### src/rtl/sc_pkg.sv
// Shared types and constants for the stochastic-computing blocks.
// Used by the adder bench and the stream-to-binary converter.
package sc_pkg;

  localparam int BIT_LENGTH_DEF = 128;

  typedef enum logic [1:0] {
    IDLE  = 2'd0,
    ACCUM = 2'd1,
    DONE  = 2'd2
  } sc_state_e;

  function automatic int clog2(input int v);
    int r;
    r = 0;
    while ((1 << r) < v) r++;
    return r;
  endfunction

endpackage

### src/rtl/sc_window_counter.sv
// Bit-index and ones counter over one window of valid stream bits.
// ones_nxt includes the current bit so the final bit can be captured.
module sc_window_counter
  import sc_pkg::*;
#(
  parameter int BIT_LENGTH = BIT_LENGTH_DEF,
  parameter int CNT_W      = clog2(BIT_LENGTH + 1)
) (
  input  logic             clk,
  input  logic             rst_n,
  input  logic             clr,
  input  logic             en,
  input  logic             bit_in,
  output logic             last,
  output logic [CNT_W-1:0] ones_nxt
);

  logic [CNT_W-1:0] idx_q, idx_d;
  logic [CNT_W-1:0] ones_q, ones_d;

  assign last     = (idx_q == CNT_W'(BIT_LENGTH - 1));
  assign ones_nxt = ones_q + CNT_W'(bit_in);

  // next index/count: clear wins, otherwise advance on each valid bit
  always_comb begin
    idx_d  = idx_q;
    ones_d = ones_q;
    if (clr) begin
      idx_d  = '0;
      ones_d = '0;
    end else if (en) begin
      idx_d  = idx_q + CNT_W'(1);
      ones_d = ones_nxt;
    end
  end

  // counter registers
  always_ff @(posedge clk or negedge rst_n) begin
    if (!rst_n) begin
      idx_q  <= '0;
      ones_q <= '0;
    end else begin
      idx_q  <= idx_d;
      ones_q <= ones_d;
    end
  end

endmodule

### src/rtl/stochastic_to_binary.sv
// Counts ones over a window of the adder's y stream and hands the
// (optionally rescaled) count to the next stage over valid/ready.
module stochastic_to_binary
  import sc_pkg::*;
#(
  parameter int BIT_LENGTH  = BIT_LENGTH_DEF,
  parameter int CNT_W       = clog2(BIT_LENGTH + 1),
  parameter int SCALE_SHIFT = 1
) (
  input  logic                         clk,
  input  logic                         rst_n,
  input  logic                         start,
  input  logic                         bit_valid,
  input  logic                         bit_in,
  output logic                         busy,
  output logic [CNT_W-1:0]             count_out,
  output logic [CNT_W+SCALE_SHIFT-1:0] value_out,
  output logic                         out_valid,
  input  logic                         out_ready,
  output logic                         overrun
);

  localparam int VW = CNT_W + SCALE_SHIFT;

  sc_state_e        state_q, state_d;
  logic [CNT_W-1:0] count_q, count_d;
  logic [VW-1:0]    value_q, value_d;
  logic             valid_q, valid_d;
  logic             clr, en, last;
  logic [CNT_W-1:0] ones_nxt;

  sc_window_counter #(
    .BIT_LENGTH(BIT_LENGTH),
    .CNT_W     (CNT_W)
  ) u_cnt (
    .clk     (clk),
    .rst_n   (rst_n),
    .clr     (clr),
    .en      (en),
    .bit_in  (bit_in),
    .last    (last),
    .ones_nxt(ones_nxt)
  );

  assign busy      = (state_q == ACCUM);
  assign overrun   = (state_q == DONE) && bit_valid;
  assign count_out = count_q;
  assign value_out = value_q;
  assign out_valid = valid_q;

  // window FSM: capture result on the last bit, hold it until accepted
  always_comb begin
    state_d = state_q;
    count_d = count_q;
    value_d = value_q;
    valid_d = valid_q;
    clr     = 1'b0;
    en      = 1'b0;
    unique case (state_q)
      IDLE: begin
        if (start) begin
          clr     = 1'b1;
          state_d = ACCUM;
        end
      end
      ACCUM: begin
        en = bit_valid;
        if (bit_valid && last) begin
          count_d = ones_nxt;
          value_d = VW'(ones_nxt) << SCALE_SHIFT;
          valid_d = 1'b1;
          state_d = DONE;
        end
      end
      DONE: begin
        if (out_ready) begin
          valid_d = 1'b0;
          state_d = IDLE;
        end
      end
      default: begin
        valid_d = 1'b0;
        state_d = IDLE;
      end
    endcase
  end

  // state and output registers
  always_ff @(posedge clk or negedge rst_n) begin
    if (!rst_n) begin
      state_q <= IDLE;
      count_q <= '0;
      value_q <= '0;
      valid_q <= 1'b0;
    end else begin
      state_q <= state_d;
      count_q <= count_d;
      value_q <= value_d;
      valid_q <= valid_d;
    end
  end

endmodule

### config.mk
export PLATFORM = sky130hd
export DESIGN_NAME = stochastic_to_binary
export DESIGN_NICKNAME = d
export VERILOG_FILES = /design/src/rtl/sc_pkg.sv /design/src/rtl/sc_window_counter.sv /design/src/rtl/stochastic_to_binary.sv
export SDC_FILE = /design/constraint.sdc
export NUM_CORES = 1
export LEC_CHECK = 0
export BUFFER_PORTS_ARGS = -buffer_cell sky130_fd_sc_hd__clkbuf_2
export CAP_MARGIN = 10
export CELL_PAD_IN_SITES_DETAIL_PLACEMENT = 1
export CELL_PAD_IN_SITES_GLOBAL_PLACEMENT = 1
export CORE_ASPECT_RATIO = 0.8
export CORE_MARGIN = 3
export CORE_UTILIZATION = 38
export DETAILED_ROUTE_END_ITERATION = 10
export PLACE_DENSITY = 0.75
export SYNTH_ARGS = -nofsm -noshare
export SYNTH_HDL_FRONTEND = slang
export SYNTH_SLANG_ARGS = --single-unit
### constraint.sdc
create_clock -name clk -period 1.5 [get_ports clk]
set_input_delay 0.225 -clock clk [delete_from_list [all_inputs] [get_ports clk]]
set_output_delay 0.225 -clock clk [all_outputs]
set_load 0.05 [all_outputs]
==> summary.txt <==
Worst setup path
  – CP endpoint: count_out[0]
  – Worst reg-to-reg path cell count: 5
  – Reg2Reg Setup Slack: -0.08 ns
  – Stages on the worst setup path: 5
  – Critical path buffers and inverters: 1
  – Crit start category: flop
  – Critical Path Max Stage Delay: roughly 0.37 ns
  – Critical path cell sequence: ha_2 -> nand4b_1 -> nor4b_4 -> buf_4 -> mux2_4
  – Kind of end point of the critical path: flop
  – Crit path kind: flop to flop
  – Worst Path Arrival: 1.75 ns
  – RR Startpoint: u_cnt.idx_q[0]
  – CP Launch Point: u_cnt.idx_q[0]
  – Worst path required time: approximately 1.7 ns
  – CP Max Fanout: 4
  – Delay-heaviest family, CP: simple AND/OR/NAND/NOR gates
  – CP max stage cell: dfrtp_1
  – Worst R2R End: count_out[0]

Synthesis
  – Synth Register Bits: 27
  – Synth Instances: 140
  – Adder-Cell Fraction of Synth Area: 0.0264
  – Post-Syn Nets: 149
  – Ys async rst share: 1.00
  – Synth Area in XOR/XNOR: 0.0739
  – Complex-gate fraction of the synthesized area: 0.114
  – Cell variety after synth: 39
  – Sequential area share after synthesis: 0.475
  – Synthesized area: between 1000 and 1500 µm²
  – YS warnings: 0
  – Post-synth top cells: 27 x dfrtp_1, 16 x nor2_1, 10 x buf_4
  – Post-synthesis mux area share: 0.0229
  – Share of the synthesized area in the top cell type: 0.475
  – Top-count cell post-synth: dfrtp_1
  – Cell taking the most area after synthesis: dfrtp_1
  – Simple-gate share of the synthesized area: 0.205
  – Avg Cell Area, Syn: 10.2 µm²
  – Top post-synthesis cells by area: dfrtp_1 48%, buf_4 5.3%, xnor2_1 4.9%, nor2_1 4.2%, o21ai_0 2.8%
  – Top_reg_cell synth: dfrtp_1
  – Post-synth EDFFs: 0
  – Largest family of logic cells by synthesized area: simple AND/OR/NAND/NOR gates

Min path
  – Hold Crit Class: primary input to flop

Route
  – Drt pass-1 iters: 4
  – ANT nets after route: 0
  – 1st-iter DRT viols: 33
  – Vias/cell: 5.37
  – Post-Route WL: between 3000 and 4000 µm
  – Wire length per cell: roughly 18 µm
  – DR WL met2: ~1900 µm
  – Top layer reached by signal wires: met4
  – Via Count: 1176
  – Met3 WL: around 120 µm
  – Met1 wire length: about 1800 µm
  – DRC Markers: 0

Power
  – Power Dens Cells: between 1000 and 1500 nW/µm²
  – LEAKAGE: 0.861 nW
  – VDD IR max: around 0.64 mV

CTS
  – Clock-pin slew on the worst setup and hold paths: approximately 0.10 ns
  – H-tree levels: 1
  – Root buffer selected by CTS: clkbuf_8
  – Num CTS Buffers: 3
  – Clk sinks: 27
  – CTS tree: built
  – Worst skew pair latency: between 0.2 and 0.3 ns
  – CTS max path bufs: 2

Timing
  – Worst rel slew slack: 0.553
  – Endpoints failing setup: 10
  – FMAX: around 630 MHz
  – Clk_skew: between 0.002 and 0.003 ns
  – Final min period: 1.58 ns
  – Worst-Margin Slew: between 0.6 and 0.7 ns
  – Fin worst setup slack: -0.0779 ns
  – RSZ-0062 raised after global routing: true
  – Tcrit/Tclk final: 1.05
  – Final hold viol count: 0
  – Fin. max-slew vios: 0

GRT
  – Global-route wire length before repair: approximately 6000 µm
  – Total congestion overflow: 0
  – Largest net degree at the start of global routing: 28
  – Vias in the first global route: about 1300
  – Total global-route track usage: 0.182
  – Initial antenna violation count: 0

Run status
  – Failing checks: negative setup slack
  – Outcome: finished, violations left

Cells and area
  – Final #Nets: about 190
  – Fillers: roughly 420
  – Area of the multi-input gates: between 600 and 700 µm²
  – Share of layout cells above drive strength 1: 0.418
  – Antenna diodes: 0
  – Final core utilization: 0.511
  – Register area: ~680 µm²
  – Area Overhead vs Synth: 26.6%
  – Post-route insts no fill: about 220
  – Post-Layout Inst Area: approximately 1800 µm²

Place
  – Dpl hpwl: roughly 2600 µm
  – Dpl cell area: roughly 1600 µm²
  – Placer Congestion: 0.851
  – Placed cell count: approximately 210
  – # port buffers: 24
  – DP Worst Slack: -0.0642 ns

Die
  – Core footprint: ~3500 µm²
  – Io pins: 26
  – Die area: approximately 4500 µm²
  – Die Y: roughly 61 µm
  – Initial Util: 0.404
  – # rows: 19
  – Die span in x: 74.4 µm

Job
  – Max Cap Viol: 0
-- metrics by stage --
step / power (mW) / setup TNS [ns] / hold slack (ns)
2_1_floorplan: 1.14 / -0.164 / -0.0706
3_3_place_gp: 1.32 / 0 / 0.287
3_5_place_dp: 1.36 / -0.303 / 0.296
4_1_cts: 1.83 / -0.320 / 0.335
5_1_grt: 1.96 / -1.62 / 0.376
6_report: 1.86 / -0.511 / 0.342
-- area by class of cell --
cell class,count,share of cell area
timing repair buffer,49,0.186
inverter,1,0.00209
tap,42,0.0292
sequential,27,0.376
clock inverter,1,0.00417
clock buffer,3,0.0229
multi-input combinational,96,0.380
-- sequential cells by signal, indices dropped and copies added, names as in the netlist --
signal,cells
u_cnt.ones_q,8
state_q,2
out_valid,1
u_cnt.idx_q,8
count_out,8
-- worst min-delay path by stage --
stage / slack [ns] / start / cells past startpoint / endpoint
after floorplan: -0.07 / rst_n / 0 / count_out[0]
after global placement: 0.29 / rst_n / 1 / count_out[5]
after detailed placement: 0.30 / rst_n / 1 / count_out[5]
after CTS: 0.33 / out_ready / 3 / state_q[1]
after global routing: 0.38 / bit_in / 3 / count_out[0]
final: 0.34 / out_ready / 3 / state_q[1]
-- report_power, final --
part	total (mW)	leakage [nW]	internal [mW]	switching [mW]
Sequential	0.902	0.361	0.815	0.0867
Clock	0.425	0.0217	0.189	0.236
Combinational	0.531	0.478	0.269	0.262
-- layout by cell type, fill, tap and decap left out, types with 2 or more instances in the layout --
master / count
a21oi_1: 7
a21oi_2: 3
a22o_1: 2
and3b_1: 2
buf_4: 21
buf_6: 2
clkbuf_2: 22
clkbuf_8: 4
dfrtp_1: 26
ha_2: 2
mux2_4: 2
nand2_1: 9
nand3_1: 4
nand4_1: 2
nor2_1: 11
nor2_2: 5
nor3b_1: 2
nor4_1: 3
o21ai_0: 6
o21ai_1: 2
o31ai_1: 2
xnor2_1: 8
xor2_1: 4
-- layer usage --
layer / track usage / vias up
li1: - / 551
met1: 0.235 / 596
met2: 0.318 / 25
met3: 0.0397 / 4
met4: 0.0355 / 0
met5: 0 / -
-- worst reg2reg max path, delay by kind of cell (launching register included) --
family / cells / cell delay, ns
mux: 1 / 0.30
simple gates: 2 / 0.43
buf+inv: 1 / 0.18
fa+ha+maj: 1 / 0.18
flops: 1 / 0.37
-- repair_timing --
| action | CTS | global route |
|---|---|---|
| gates cloned | 1 | 0 |
| setup buffers | 4 | 1 |
| hold endpoints to repair | 27 | 0 |
| pin swaps | 2 | 2 |
| endpoints found under the setup margin | 12 | 17 |
| hold buffers | 1 | 0 |
| resized for setup | 10 | 9 |
-- cells by family (layout without fill, tap and decap cells) --
family	Yosys count	count (layout)
AND/OR/NAND/NOR	51	51
flip-flops	27	27
AO/OA/AOI/OAI	26	26
buffers and inverters	17	54
XOR/XNOR	12	12
adder cells (fa/ha/maj)	3	3
multiplexers	3	3
other	1	1
(Power assumes the default switching activity.)
